## src/rtl/gfifo_step_batcher.sv

```systemverilog
// gfifo_step_batcher: batches per-channel step counts from NUM_CH cores into
// flush records for the gfifo transport and polls software for the finish flag.
module gfifo_step_batcher #(
   parameter int unsigned NUM_CH         = 4,
   parameter int unsigned STEP_WIDTH     = 8,
   parameter int unsigned ACC_WIDTH      = 16,
   parameter int unsigned FLUSH_THRESH   = 64,
   parameter int unsigned IDLE_TIMEOUT   = 256,
   parameter int unsigned FETCH_INTERVAL = 5000
) (
   input  logic                            clock,
   input  logic                            reset,
   input  logic [NUM_CH*STEP_WIDTH-1:0]    step,
   output logic                            stall,
   output logic                            overflow,
   output logic                            flush_valid,
   input  logic                            flush_ready,
   output logic [NUM_CH*ACC_WIDTH-1:0]     flush_count,
   output logic                            flush_last,
   output logic                            poll_req,
   input  logic                            poll_ack,
   input  logic                            poll_result,
   output logic                            done
);

   localparam int unsigned IDLE_W = (IDLE_TIMEOUT > 2) ? $clog2(IDLE_TIMEOUT) : 1;
   localparam int unsigned TMR_W  = (FETCH_INTERVAL > 2) ? $clog2(FETCH_INTERVAL) : 1;

   localparam logic [ACC_WIDTH-1:0] ACC_MAX     = '1;
   localparam logic [ACC_WIDTH-1:0] STALL_LIMIT = ACC_MAX - ACC_WIDTH'((1 << STEP_WIDTH) - 1);
   localparam logic [ACC_WIDTH-1:0] THRESH      = ACC_WIDTH'(FLUSH_THRESH);
   localparam logic [IDLE_W-1:0]    IDLE_LAST   = IDLE_W'(IDLE_TIMEOUT - 1);
   localparam logic [TMR_W-1:0]     TMR_LAST    = TMR_W'(FETCH_INTERVAL - 1);

   typedef enum logic [1:0] {COUNT, REQ, FIN} poll_state_t;

   logic [ACC_WIDTH-1:0] acc      [NUM_CH];
   logic [ACC_WIDTH-1:0] acc_nxt  [NUM_CH];
   logic [ACC_WIDTH-1:0] step_ext [NUM_CH];
   logic [IDLE_W-1:0]    idle_cnt;
   logic [TMR_W-1:0]     timer;
   poll_state_t          state;

   logic accept, any_nz, thresh_hit, idle_hit, trigger, xfer, step_nz, stall_nxt;

   // Trigger evaluation on registered accumulators and next-accumulator values
   always_comb begin
      accept     = !done && !stall;
      any_nz     = 1'b0;
      thresh_hit = 1'b0;
      step_nz    = 1'b0;
      stall_nxt  = 1'b0;
      for (int i = 0; i < int'(NUM_CH); i++) begin
         any_nz     = any_nz | (acc[i] != '0);
         thresh_hit = thresh_hit | (acc[i] >= THRESH);
         step_nz    = step_nz | (step[i*STEP_WIDTH +: STEP_WIDTH] != '0);
      end
      idle_hit = (idle_cnt == IDLE_LAST) && any_nz;
      // after done, accumulators never grow, so one transfer empties them for good
      trigger  = thresh_hit || idle_hit || (done && any_nz);
      xfer     = trigger && (!flush_valid || flush_ready);
      for (int i = 0; i < int'(NUM_CH); i++) begin
         step_ext[i] = accept ? ACC_WIDTH'(step[i*STEP_WIDTH +: STEP_WIDTH]) : '0;
         acc_nxt[i]  = xfer ? step_ext[i] : acc[i] + step_ext[i];
         stall_nxt   = stall_nxt | (acc_nxt[i] >= STALL_LIMIT);
      end
   end

   // Accumulators, flush slot, idle timer, stall and overflow
   always_ff @(posedge clock or negedge reset) begin
      if (!reset) begin
         for (int i = 0; i < int'(NUM_CH); i++) acc[i] <= '0;
         stall       <= 1'b0;
         overflow    <= 1'b0;
         flush_valid <= 1'b0;
         flush_last  <= 1'b0;
         flush_count <= '0;
         idle_cnt    <= '0;
      end else begin
         for (int i = 0; i < int'(NUM_CH); i++) acc[i] <= acc_nxt[i];
         stall <= stall_nxt;
         if (stall && !done && step_nz) overflow <= 1'b1;
         if (xfer) begin
            flush_valid <= 1'b1;
            flush_last  <= done;
            for (int i = 0; i < int'(NUM_CH); i++)
               flush_count[i*ACC_WIDTH +: ACC_WIDTH] <= acc[i];
         end else if (flush_ready) begin
            flush_valid <= 1'b0;
            flush_last  <= 1'b0;
         end
         if (xfer || (accept && step_nz)) idle_cnt <= '0;
         else if (idle_cnt != IDLE_LAST)  idle_cnt <= idle_cnt + IDLE_W'(1);
      end
   end

   // Result poll FSM: periodic request, sticky done on a finished result
   always_ff @(posedge clock or negedge reset) begin
      if (!reset) begin
         state    <= COUNT;
         timer    <= '0;
         poll_req <= 1'b0;
         done     <= 1'b0;
      end else begin
         case (state)
            COUNT: begin
               if (timer == TMR_LAST) begin
                  state    <= REQ;
                  poll_req <= 1'b1;
               end else begin
                  timer <= timer + TMR_W'(1);
               end
            end
            REQ: begin
               if (poll_ack) begin
                  poll_req <= 1'b0;
                  timer    <= '0;
                  if (poll_result) begin
                     done  <= 1'b1;
                     state <= FIN;
                  end else begin
                     state <= COUNT;
                  end
               end
            end
            FIN: begin
               poll_req <= 1'b0;
            end
            default: begin
               state    <= COUNT;
               poll_req <= 1'b0;
            end
         endcase
      end
   end

endmodule

```

## config.mk

```make
export PLATFORM = sky130hd
export DESIGN_NAME = gfifo_step_batcher
export DESIGN_NICKNAME = d
export VERILOG_FILES = /design/src/rtl/gfifo_step_batcher.sv
export SDC_FILE = /design/constraint.sdc
export NUM_CORES = 1
export LEC_CHECK = 0
export ABC_AREA = 1
export BUFFER_PORTS_ARGS = -buffer_cell sky130_fd_sc_hd__buf_2
export CORE_ASPECT_RATIO = 1.25
export CORE_MARGIN = 3
export CORE_UTILIZATION = 59
export DETAILED_ROUTE_END_ITERATION = 10
export HOLD_SLACK_MARGIN = 0.06
export PLACE_DENSITY = 0.8
export SLEW_MARGIN = 0
export SYNTH_ARGS = -nofsm -noshare
export SYNTH_HDL_FRONTEND = slang
export SYNTH_SLANG_ARGS = --single-unit
```

## constraint.sdc

```tcl
create_clock -name clock -period 3.7 [get_ports clock]
set_clock_uncertainty 0.2 [all_clocks]
set_input_delay 0.555 -clock clock [delete_from_list [all_inputs] [get_ports clock]]
set_output_delay 0.555 -clock clock [all_outputs]
set_load 0.05 [all_outputs]
```

Word-level counts from Yosys, hierarchy flattened. Cells that the tools add are included.

Register bits after elaboration: 157. Memories: 0. Memory bits (read-only): 0. Bits of input ports: 37. Logic and storage cells: 102. RAM bits: 0. Latch bits: 0.

Shift operators: 0. $add $sub $neg: 6. Div/mod/pow operators: 0. $lt $le $gt $ge: 8. Muxes and demuxes: 23. Reductions and logical operators: 30. Multiply operators: 0. Bitwise logic cells: 13. Equality and inequality tests: 8.

Operators by type and width (number): 16-bit by 8-bit adder with 16-bit output (4); 16-bit greater-or-equal comparator, second input constant (4); 16-bit by 7-bit greater-or-equal comparator with 1-bit output, second input constant (4); 16-bit two-way mux (4); 16-bit nonzero test (4); 8-bit two-way mux (6); 8-bit nonzero test (4); 13-bit two-way mux (2); 13-bit case mux with 2 select lines (1); 13-bit by 1-bit adder with 13-bit output, second input constant (1); 13-bit == test, second input constant (1); 1-bit bitwise OR (12); 3-bit AND reduction (3); 8-bit by 1-bit adder with 8-bit output, second input constant (1); 8-bit == test, second input constant (1); 8-bit inequality test, second input constant (1); 1-bit logical AND (7); 2-bit two-way mux (3); 2-bit inequality test, second input constant (3); 2-bit case mux with 3 select lines (1); 2-bit nonzero test (3); 1-bit two-way mux (5); 1-bit logical OR (4); 1-bit logical NOT (3); other kinds (6) (6).

Logic depth before layout (Yosys ltp). Gate-level depths: netlist of the first run.

Depth in word-level cells: 13. Depth in mapped cells: 21.

Worst setup path after synthesis of the first run. No wires, ideal clock.

Path type: register to register. From: register done. To: register stall. Data required time: 3435 ps. Buffers on the path: 1. Setup slack: 634 ps. Cell stages (with the launch flop): 22. Arrival time: 2801 ps. Cells stage by stage: dfrtp_1 nor2_1 inv_1 clkbuf_1 nor2_1 ha_1 fa_1 nand2_1 nand2_1 nand3b_1 nand2_1 nand2_1 nand2_1 nand3_1 nand2_1 nor2_1 nand2_1 nor2_1 nand2_1 nand2_1 inv_1 nand2_1.

RTL lines: from (decl) (RTL line 23) `output logic done`; from (signal assigned) (RTL line 103) `done <= 1'b0;`; from (signal assigned) (RTL line 119) `done <= 1'b1;`; to (signal assigned) (RTL line 81) `stall <= stall_nxt;`; to (decl) (RTL line 14) `output logic stall,`.

Final worst setup path of the first run.
From: register done. To: register stall.

Word-level cells in the longest chain between the ends: 9.

RTL lines: 1-bit logical NOT (RTL line 48) `accept = !done && !stall;`; 1-bit logical AND (RTL line 48); 8-bit two-way mux (RTL line 63) `step_ext[i] = accept ? ACC_WIDTH'(step[i*STEP_WIDTH +: STEP_WIDTH]) : '0;`; 16-bit by 8-bit adder with 16-bit output (RTL line 64) `acc_nxt[i] = xfer ? step_ext[i] : acc[i] + step_ext[i];`; 16-bit two-way mux (RTL line 64); 16-bit greater-or-equal comparator (RTL line 65) `stall_nxt = stall_nxt | (acc_nxt[i] >= STALL_LIMIT);`; 1-bit bitwise OR (2 in series) (RTL line 65); 1-bit bitwise OR * (RTL line 65); net stall_nxt (RTL line 44) `logic accept, any_nz, thresh_hit, idle_hit, trigger, xfer, step_nz, stall_nxt;`.

Mark *: on every way through the listed nets, which the timed path passes. The rest lies on a longest branch. A chain may end at the register's enable or synchronous reset.

==> reports/metrics.csv, run 1 <==
metric;value;unit
post-synthesis sequential area ratio;0.4195;
Most Frequent Cell on Critical Path;nand3_1;
die extent in y;146.9;µm
vias in the first global route;8318;
Placed Area;0.01002;mm²
Mapped Nets;1347;
Die Width;118.7;µm
pre-CTS setup slack;0.5017;ns
final hold vios;0;
Period minus WS final;3.203;ns
Fin Setup TNS;0;ns
FMAX;312.2;MHz
CTS tree;done;
hold crit path type;in2reg;
Core Util, Final;0.6985;
R2R depth;20;
RSZ-0062 raised after global routing;no;
Crit Path Max Fanout;17;
element type at the critical path start;flip-flop;
WHS;0.1599;ns
share of layout cells above drive strength 1;0.1300;
final worst slack;0.4968;ns
Area Growth Syn to Fin;13.85;%
Synth Warn #;0;
Initial Util;0.6135;
Cells after Synth;1272;
CTS sink cnt;157;
Post-DRT Antenna Nets;0;
actual slew at the worst max-slew pin;0.6290;ns
Leakage Power;5.802;nW
register bit total from synthesis;157;
# DRC;0;
register area;0.003929;mm²
run status;finished clean;
EDFF count, synth;0;
Net count, final;1454;
floorplan core area;0.01526;mm²
Hold Path Depth;2;
final instance area;0.01066;mm²
Post-CTS Hold Buffers;1;
global placer's final weighted congestion;0.9602;
# diodes;0;
H-tree depth;4;
row cnt;50;
DR vias;8508;
Final Max Tran Viols;0;
first-pass GRT wire length;38.99;mm
cts bufs inserted;17;
asr flop ratio synth;1.000;
initial antenna violation count;0;
Fill cells;1282;
Cell variety after synth;42;
Iteration-0 DRC Markers;609;
die area;0.01743;mm²
DR vias/cell;5.318;
area of the multi-input gates;0.004552;mm²
grt total ovfl;0;
max cap viols;0;
required time worst endpoint;3.87;ns
Max IR drop VDD;0.0003123;V
largest net degree at the start of global routing;70;
CTS Buffer Depth;2;
DRT Wirelength;22.79;mm
Power Density;360.1;mW/mm²
CP peak stage delay;0.39;ns
predominant post-synthesis flop cell;dfrtp_1;
crit end category;flip-flop;
Syn Area/Cell;7.363;µm²
Skew-Pair Late Insertion Delay;0.43;ns
Clk pin slew, worst setup/hold paths;0.06;ns
Final period util;0.8657;
wire per inst;14.25;µm
GRT Util Overall;0.2732;
Arrival @ worst endpoint;3.37;ns
Root Buffer Master;clkbuf_16;
Syn Std Cell Area;0.009365;mm²
# setup viols final;0;
CP Class;reg2reg;
HPWL Detailed;17.08;mm
Critical Path, Cell by Cell;nor2_1 -> inv_1 -> buf_12 -> nor2_1 -> ha_1 -> inv_1 -> fa_1 -> inv_1 -> nand3_1 -> nand3_1 -> nand3_1 -> nand3_1 -> nand2_1 -> inv_1 -> nand3_1 -> nor2_1 -> nand3_1 -> nor2_1 -> nor2_1 -> nand2_1;
I/O pin count;107;
First-pass DRT Iterations;5;
Slew headroom;0.5807;
post-cts resize count;0;
Worst path slowest cell;dfrtp_1;
PortBufs;106;
post-CTS setup buffers;0;
## synth_stat cells (7+ instances only)
master	number	share of area
a21oi_1	25	0.013
o21ai_1	20	0.011
nand2_1	420	0.17
nor3_1	17	0.0091
nand4_1	19	0.013
o21ai_2	19	0.018
xnor2_1	20	0.019
nor2_1	153	0.061
inv_1	168	0.067
ha_1	34	0.045
dfrtp_1	157	0.42
buf_4	7	0.0056
buf_6	11	0.013
nor4_1	11	0.0073
nand3_1	79	0.042
o21ai_0	34	0.018
xor2_1	20	0.019
## metal layers
metal | vias to the layer above | GRT usage | wire (µm)
li1 | 4230 | - | -
met1 | 3944 | 0.3442 | 9631
met2 | 283 | 0.4643 | 11260
met3 | 51 | 0.04813 | 1218
met4 | 0 | 0.1154 | 679
met5 | - | 0 | 0
## sequential cells by signal, indices dropped and copies added (netlist names)
| register | cells |
|---|---|
| flush_valid | 1 |
| timer | 13 |
| done | 1 |
| acc | 64 |
| flush_count | 64 |
| overflow | 1 |
| state | 2 |
| poll_req | 1 |
| stall | 1 |
| flush_last | 1 |
| idle_cnt | 8 |
## layout make-up
| type | count | share of cell area |
|---|---|---|
| Clock buffer | 23 | 0.04670 |
| Clock inverter | 9 | 0.01244 |
| Inverter | 171 | 0.06043 |
| Multi-Input combinational cell | 915 | 0.4269 |
| Sequential cell | 157 | 0.3685 |
| Tap cell | 208 | 0.02441 |
| Timing Repair Buffer | 117 | 0.06067 |
## where the power goes
part | internal, mW | switching, mW
Clock | 1.15 | 0.704
Sequential | 1.75 | 0.0236
Combinational | 0.0567 | 0.158
Total | 2.95 | 0.886
## worst max-delay path, delay by kind of cell, from the launching register on
kind | cells | cell delay, ns
buffers and inverters | 5 | 0.73
AND/OR/NAND/NOR | 13 | 1.23
adder cells (fa/ha/maj) | 2 | 0.60
flip-flops | 1 | 0.39
## final timing paths
check	slack (ns)	to	start
setup / recovery	0.50	stall	done
hold / removal	0.16	state[0]	poll_ack
setup reg to reg	0.50	stall	done
hold reg to reg	0.27	flush_count[16]	flush_count[16]
max in group asynchronous	2.05	acc[13]	reset
min in group asynchronous	0.50	acc[54]	reset
## metrics by stage
step / power, mW / std cells
floorplan: 1.915 / 1272
global placement: 2.013 / 1567
detailed placement: 2.017 / 1567
CTS: 3.861 / 1600
global route: 3.959 / 1600
finish: 3.840 / 1600
## kinds of logic (layout without fill, tap and decap cells)
logic type                 after synthesis  after routing  synth area share
and+or+nand+nor                        721            721            0.3198
AOI/OAI and AO/OA                      116            116           0.07428
adders and majority gates               38             38           0.05398
DFF                                    157            157            0.4195
buffers and inverters                  200            320           0.09499
xor gates and xnor gates                40             40           0.03741
## layout by cell type, fill, tap and decap left out, types with 3 or more instances in the layout
cell type	Yosys	routed
a21boi_0	3	3
a21oi_1	25	25
buf_2	4	105
buf_4	7	8
bufinv_16	0	3
clkbuf_16	0	17
clkbuf_8	0	5
dfrtp_1	157	157
fa_1	4	4
ha_1	34	34
inv_1	168	168
nand2_1	420	420
nand3_1	79	79
nand3b_1	6	6
nand4_1	19	19
nor2_1	153	153
nor2_2	3	3
nor2_4	3	3
nor3_1	17	17
nor4_1	11	11
o21ai_0	34	34
o21ai_1	20	20
o21ai_2	19	19
o21bai_1	3	3
o31ai_1	6	6
xnor2_1	20	20
xor2_1	20	20
Note: power is estimated with default switching activity, not from simulation.
==> run 2, diff against run 1 <==
CORE_MARGIN = 2   (was 3)
==> run 2 against run 1 <==
Effect of this change:
- utilization shrank 1.5 points
- sequential share of layout area up 0.069 points
- sequential power hardly changed
- global-route usage up 0.84 points
- largest cell class unchanged
- first-iteration DRC count down 0.66%
- worst setup slack got worse by 0.050 ns
- cell count rose by 0.38%
- combinational power is essentially flat
==> reports/metrics.csv, run 2 (synthesis gave the netlist of run 1 again) <==
metric;value;unit
run status;finished clean;
Initial Util;0.6015;
floorplan core area;0.01557;mm²
actual slew at the worst max-slew pin;0.6659;ns
GRT Util Overall;0.2815;
Leakage Power;5.779;nW
Period minus WS final;3.254;ns
Max IR drop VDD;0.0003177;V
First-pass DRT Iterations;5;
CTS tree;done;
# setup viols final;0;
# diodes;0;
Die Width;116.7;µm
Net count, final;1458;
commonest cells after routing, fill and taps aside;420 x nand2_1, 167 x inv_1, 157 x dfrtp_1, 152 x nor2_1, 105 x buf_2;
share of layout cells above drive strength 1;0.1313;
vias in the first global route;8172;
Skew-Pair Late Insertion Delay;0.44;ns
RSZ-0062 raised after global routing;no;
Clk pin slew, worst setup/hold paths;0.06;ns
PortBufs;106;
cts bufs inserted;17;
Core Util, Final;0.6835;
element type at the critical path start;flip-flop;
row cnt;51;
CTS sink cnt;157;
I/O pin count;107;
Total Power;3.714;mW
CTS Buffer Depth;2;
required time worst endpoint;3.88;ns
Final period util;0.8794;
Slew headroom;0.5560;
hold crit path type;in2reg;
CP Class;reg2reg;
grt total ovfl;0;
die area;0.01690;mm²
die extent in y;144.9;µm
initial antenna violation count;0;
biggest regs;acc (64), flush_count (64), timer (13);
Arrival @ worst endpoint;3.43;ns
Iteration-0 DRC Markers;605;
DR vias/cell;5.206;
Root Buffer Master;clkbuf_16;
WHS;0.1521;ns
max cap viols;0;
largest net degree at the start of global routing;74;
final hold vios;0;
Fin Setup TNS;0;ns
# DRC;0;
total placed cells including tap cells;1572;
final cell count without fillers;1606;
H-tree depth;4;
Final Max Tran Viols;0;
final worst slack;0.4463;ns
global placer's final weighted congestion;0.9195;
Crit Path Max Fanout;6;
Post-DRT Antenna Nets;0;
wire per inst;14.00;µm
DRT Wirelength;22.49;mm
FMAX;307.3;MHz
Placed Area;0.01002;mm²
crit end category;flip-flop;
Area Growth Syn to Fin;13.64;%
first-pass GRT wire length;37.19;mm
DR vias;8361;
Power Density;349.0;mW/mm²
final instance area;0.01064;mm²
pre-CTS setup slack;0.3913;ns
HPWL Detailed;16.70;mm
most common cell after layout, fill and taps aside;nand2_1;
[run 2: layout make-up]
cell class	count	area, µm²
Clock buffer	24	491.7
Clock inverter	6	85.08
Fill cell	1314	4927
Inverter	171	648.1
Multi-Input combinational cell	915	4559
Sequential cell	157	3929
Tap cell	212	265.3
Timing Repair Buffer	120	656.9
Timing Repair inverter	1	7.507
[run 2: worst paths after layout]
check	startpoint	to	slack, ns	cells past startpoint
worst max register to register	done	stall	0.45	19
min in group asynchronous	reset	flush_count[14]	0.48	2
worst min-delay path	poll_result	state[1]	0.15	3
max in group asynchronous	reset	acc[5]	1.98	3
worst max-delay path	done	stall	0.45	19
worst min register to register	flush_count[17]	flush_count[17]	0.27	2
[run 2: critical path, cell delays in order, from the launching register on]
cell and delay, ns:
dfrtp_1 0.42, nor2_4 0.20, clkinvlp_4 0.20, nor2_1 0.16, ha_1 0.23, inv_1 0.07
fa_1 0.40, inv_1 0.12, nand3_1 0.07, nand3_1 0.14, nand3_1 0.14, nand3_1 0.09
nand2_1 0.06, inv_1 0.05, nand3_1 0.07, nor2_1 0.10, nand3_1 0.08, nor2_1 0.22
nor2_1 0.10, nand2_1 0.06
[run 2: routing by layer]
layer,wire length [µm],part of all wire,global-route usage,vias to the layer above
li1,-,-,-,4231
met1,9688,0.43,0.3575,3855
met2,11210,0.50,0.4798,224
met3,1008,0.045,0.04207,51
met4,585,0.026,0.1170,0
met5,0,0,0,-
[run 2: what timing repair did]
item,in CTS,in global routing
endpoints found under the setup margin,0,1
buffers inserted,0,2
hold buffers,1,0
resized for setup,0,5
hold endpoints to repair,71,0
[run 2: power by group]
part           switching, mW  internal (mW)  leakage [nW]
combinational          0.159         0.0560          3.57
clock                  0.675           1.05         0.278
sequential            0.0235           1.75          1.93
==> run 3, diff against run 2 <==
CORE_MARGIN = default   (was 2)
GPL_ROUTABILITY_DRIVEN = 1   (was default)
SLEW_MARGIN = default   (was 0)
==> run 3 against run 2 <==
Effect of this change:
- via count is 0.67% higher
- die area is 3.1% lower
- critical endpoint unchanged
- combinational power hardly changed
==> reports/metrics.csv, run 3 (synthesis gave the netlist of run 1 again) <==
metric;value;unit
run status;finished clean;
# DRC;0;
R2R depth;20;
HPWL Detailed;16.93;mm
hold crit path type;in2reg;
GRT Util Overall;0.2969;
most common cell after layout, fill and taps aside;nand2_1;
net switching power;897.0;µW
Hold Path End;state[0];
# setup viols final;0;
Int Pwr;2.866;mW
cts bufs inserted;17;
row cnt;51;
RSZ-0062 raised after global routing;no;
# diodes;0;
max cap viols;0;
Leakage Power;5.783;nW
Net count, final;1456;
largest net degree at the start of global routing;70;
DR vias;8417;
Flop pwr share;0.470;
vias in the first global route;8048;
Root Buffer Master;clkbuf_16;
Initial Util;0.6015;
die area;0.01638;mm²
Fill cells;1375;
Critical Path, Cell by Cell;nor2_1 -> inv_1 -> buf_4 -> nor2_1 -> ha_1 -> fa_1 -> nand3_1 -> nand2_1 -> nand2_1 -> nand2_1 -> inv_1 -> nand2_1 -> nand2_1 -> inv_1 -> nand3b_1 -> nor2_1 -> nand2_1 -> nor2_1 -> nor2_1 -> nand2_1;
final hold vios;0;
Comb pwr share;0.057;
Worst path slowest cell;fa_1;
Fin Setup TNS;0;ns
Clk pin slew, worst setup/hold paths;0.06;ns
Most Frequent Cell on Critical Path;nand2_1;
Iteration-0 DRC Markers;712;
grt total ovfl;0;
I/O pin count;107;
Post-CTS Hold Buffers;1;
Period minus WS final;3.138;ns
First-pass DRT Iterations;5;
DRT Wirelength;22.75;mm
post-cts resize count;0;
switch share;0.2384;
Crit Path Max Fanout;14;
Placed Area;0.01003;mm²
Final period util;0.8481;
required time worst endpoint;3.81;ns
biggest regs;acc (64), flush_count (64), timer (13);
floorplan core area;0.01557;mm²
Final Max Tran Viols;0;
share of layout cells above drive strength 1;0.1306;
CP Class;reg2reg;
die extent in y;142.9;µm
Power Density;353.8;mW/mm²
post-CTS setup buffers;0;
Skew-Pair Late Insertion Delay;0.43;ns
wire per inst;14.17;µm
Hold Path Depth;2;
initial antenna violation count;0;
FMAX;318.7;MHz
Clk pwr share;0.472;
CTS Buffer Depth;2;
CTS sink cnt;157;
CTS tree;done;
reg2reg start;done;
worst flop-to-flop path endpoint;stall;
CP peak stage delay;0.42;ns
H-tree depth;4;
PortBufs;106;
element type at the critical path start;flip-flop;
crit end category;flip-flop;
Post-DRT Antenna Nets;0;
final instance area;0.01064;mm²
Area Growth Syn to Fin;13.57;%
flop2flop setup slack;0.56;ns
DR vias/cell;5.241;
Die Width;114.7;µm
Worst Hold Launch;poll_ack;
global placer's final weighted congestion;0.9453;
actual slew at the worst max-slew pin;0.6512;ns
Arrival @ worst endpoint;3.25;ns
Max IR drop VDD;0.0003092;V
Slew headroom;0.5658;
first-pass GRT wire length;37.63;mm
commonest cells after routing, fill and taps aside;420 x nand2_1, 168 x inv_1, 157 x dfrtp_1, 153 x nor2_1, 105 x buf_2;
[run 3: worst max-delay path by stage]
stage | startpoint | to | slack, ns | cells after the start
4_1_cts | done | stall | 0.60 | 20
2_1_floorplan | done | stall | 0.63 | 21
3_5_place_dp | done | stall | 0.63 | 20
5_1_grt | done | stall | 0.31 | 20
3_3_place_gp | done | stall | 0.70 | 20
6_report | done | stall | 0.56 | 20
[run 3: through the flow]
step / cells / hold slack (ns) / power (mW) / utilization / setup slack [ns]
3_3_place_gp: 1573 / 0.2594 / 2.013 / 0.6442 / 0.6984
4_1_cts: 1606 / 0.1462 / 3.777 / 0.6831 / 0.6000
3_5_place_dp: 1573 / 0.2600 / 2.017 / 0.6442 / 0.6268
2_1_floorplan: 1272 / 0.05941 / 1.915 / - / 0.6343
6_report: 1606 / 0.1545 / 3.763 / 0.6831 / 0.5620
5_1_grt: 1606 / 0.1649 / 3.869 / 0.6831 / 0.3103
[run 3: power by group through the flow]
stage | sequential (mW) | clock (mW) | combinational, mW
2_1_floorplan | 1.86 | 0 | 0.0503
3_3_place_gp | 1.80 | 0 | 0.213
3_5_place_dp | 1.80 | 0 | 0.216
4_1_cts | 1.77 | 1.79 | 0.217
5_1_grt | 1.77 | 1.86 | 0.238
6_report | 1.77 | 1.78 | 0.216
[run 3: area by class of cell]
class | count | area, µm² | share of cell area
sequential | 157 | 3929 | 0.3694
multi-input combinational | 915 | 4552 | 0.4279
inverter | 171 | 644.4 | 0.06058
timing repair buffer | 119 | 649.4 | 0.06105
tap | 212 | 265.3 | 0.02494
clock inverter | 9 | 108.9 | 0.01023
clock buffer | 23 | 488.0 | 0.04588
[run 3: critical path, delay by kind of cell, from the launching register on]
| family | cells | cell delay [ns] |
|---|---|---|
| adder cells (fa/ha/maj) | 2 | 0.65 |
| buffers and inverters | 4 | 0.59 |
| flip-flops | 1 | 0.36 |
| AND/OR/NAND/NOR | 14 | 1.22 |
[run 3: routing by layer]
layer | GRT usage | vias to the layer above | part of all wire
met4 | 0.1299 | 0 | 0.032
met1 | 0.3713 | 3885 | 0.43
met5 | 0 | - | 0
met2 | 0.5027 | 229 | 0.49
li1 | - | 4245 | -
met3 | 0.05306 | 58 | 0.045
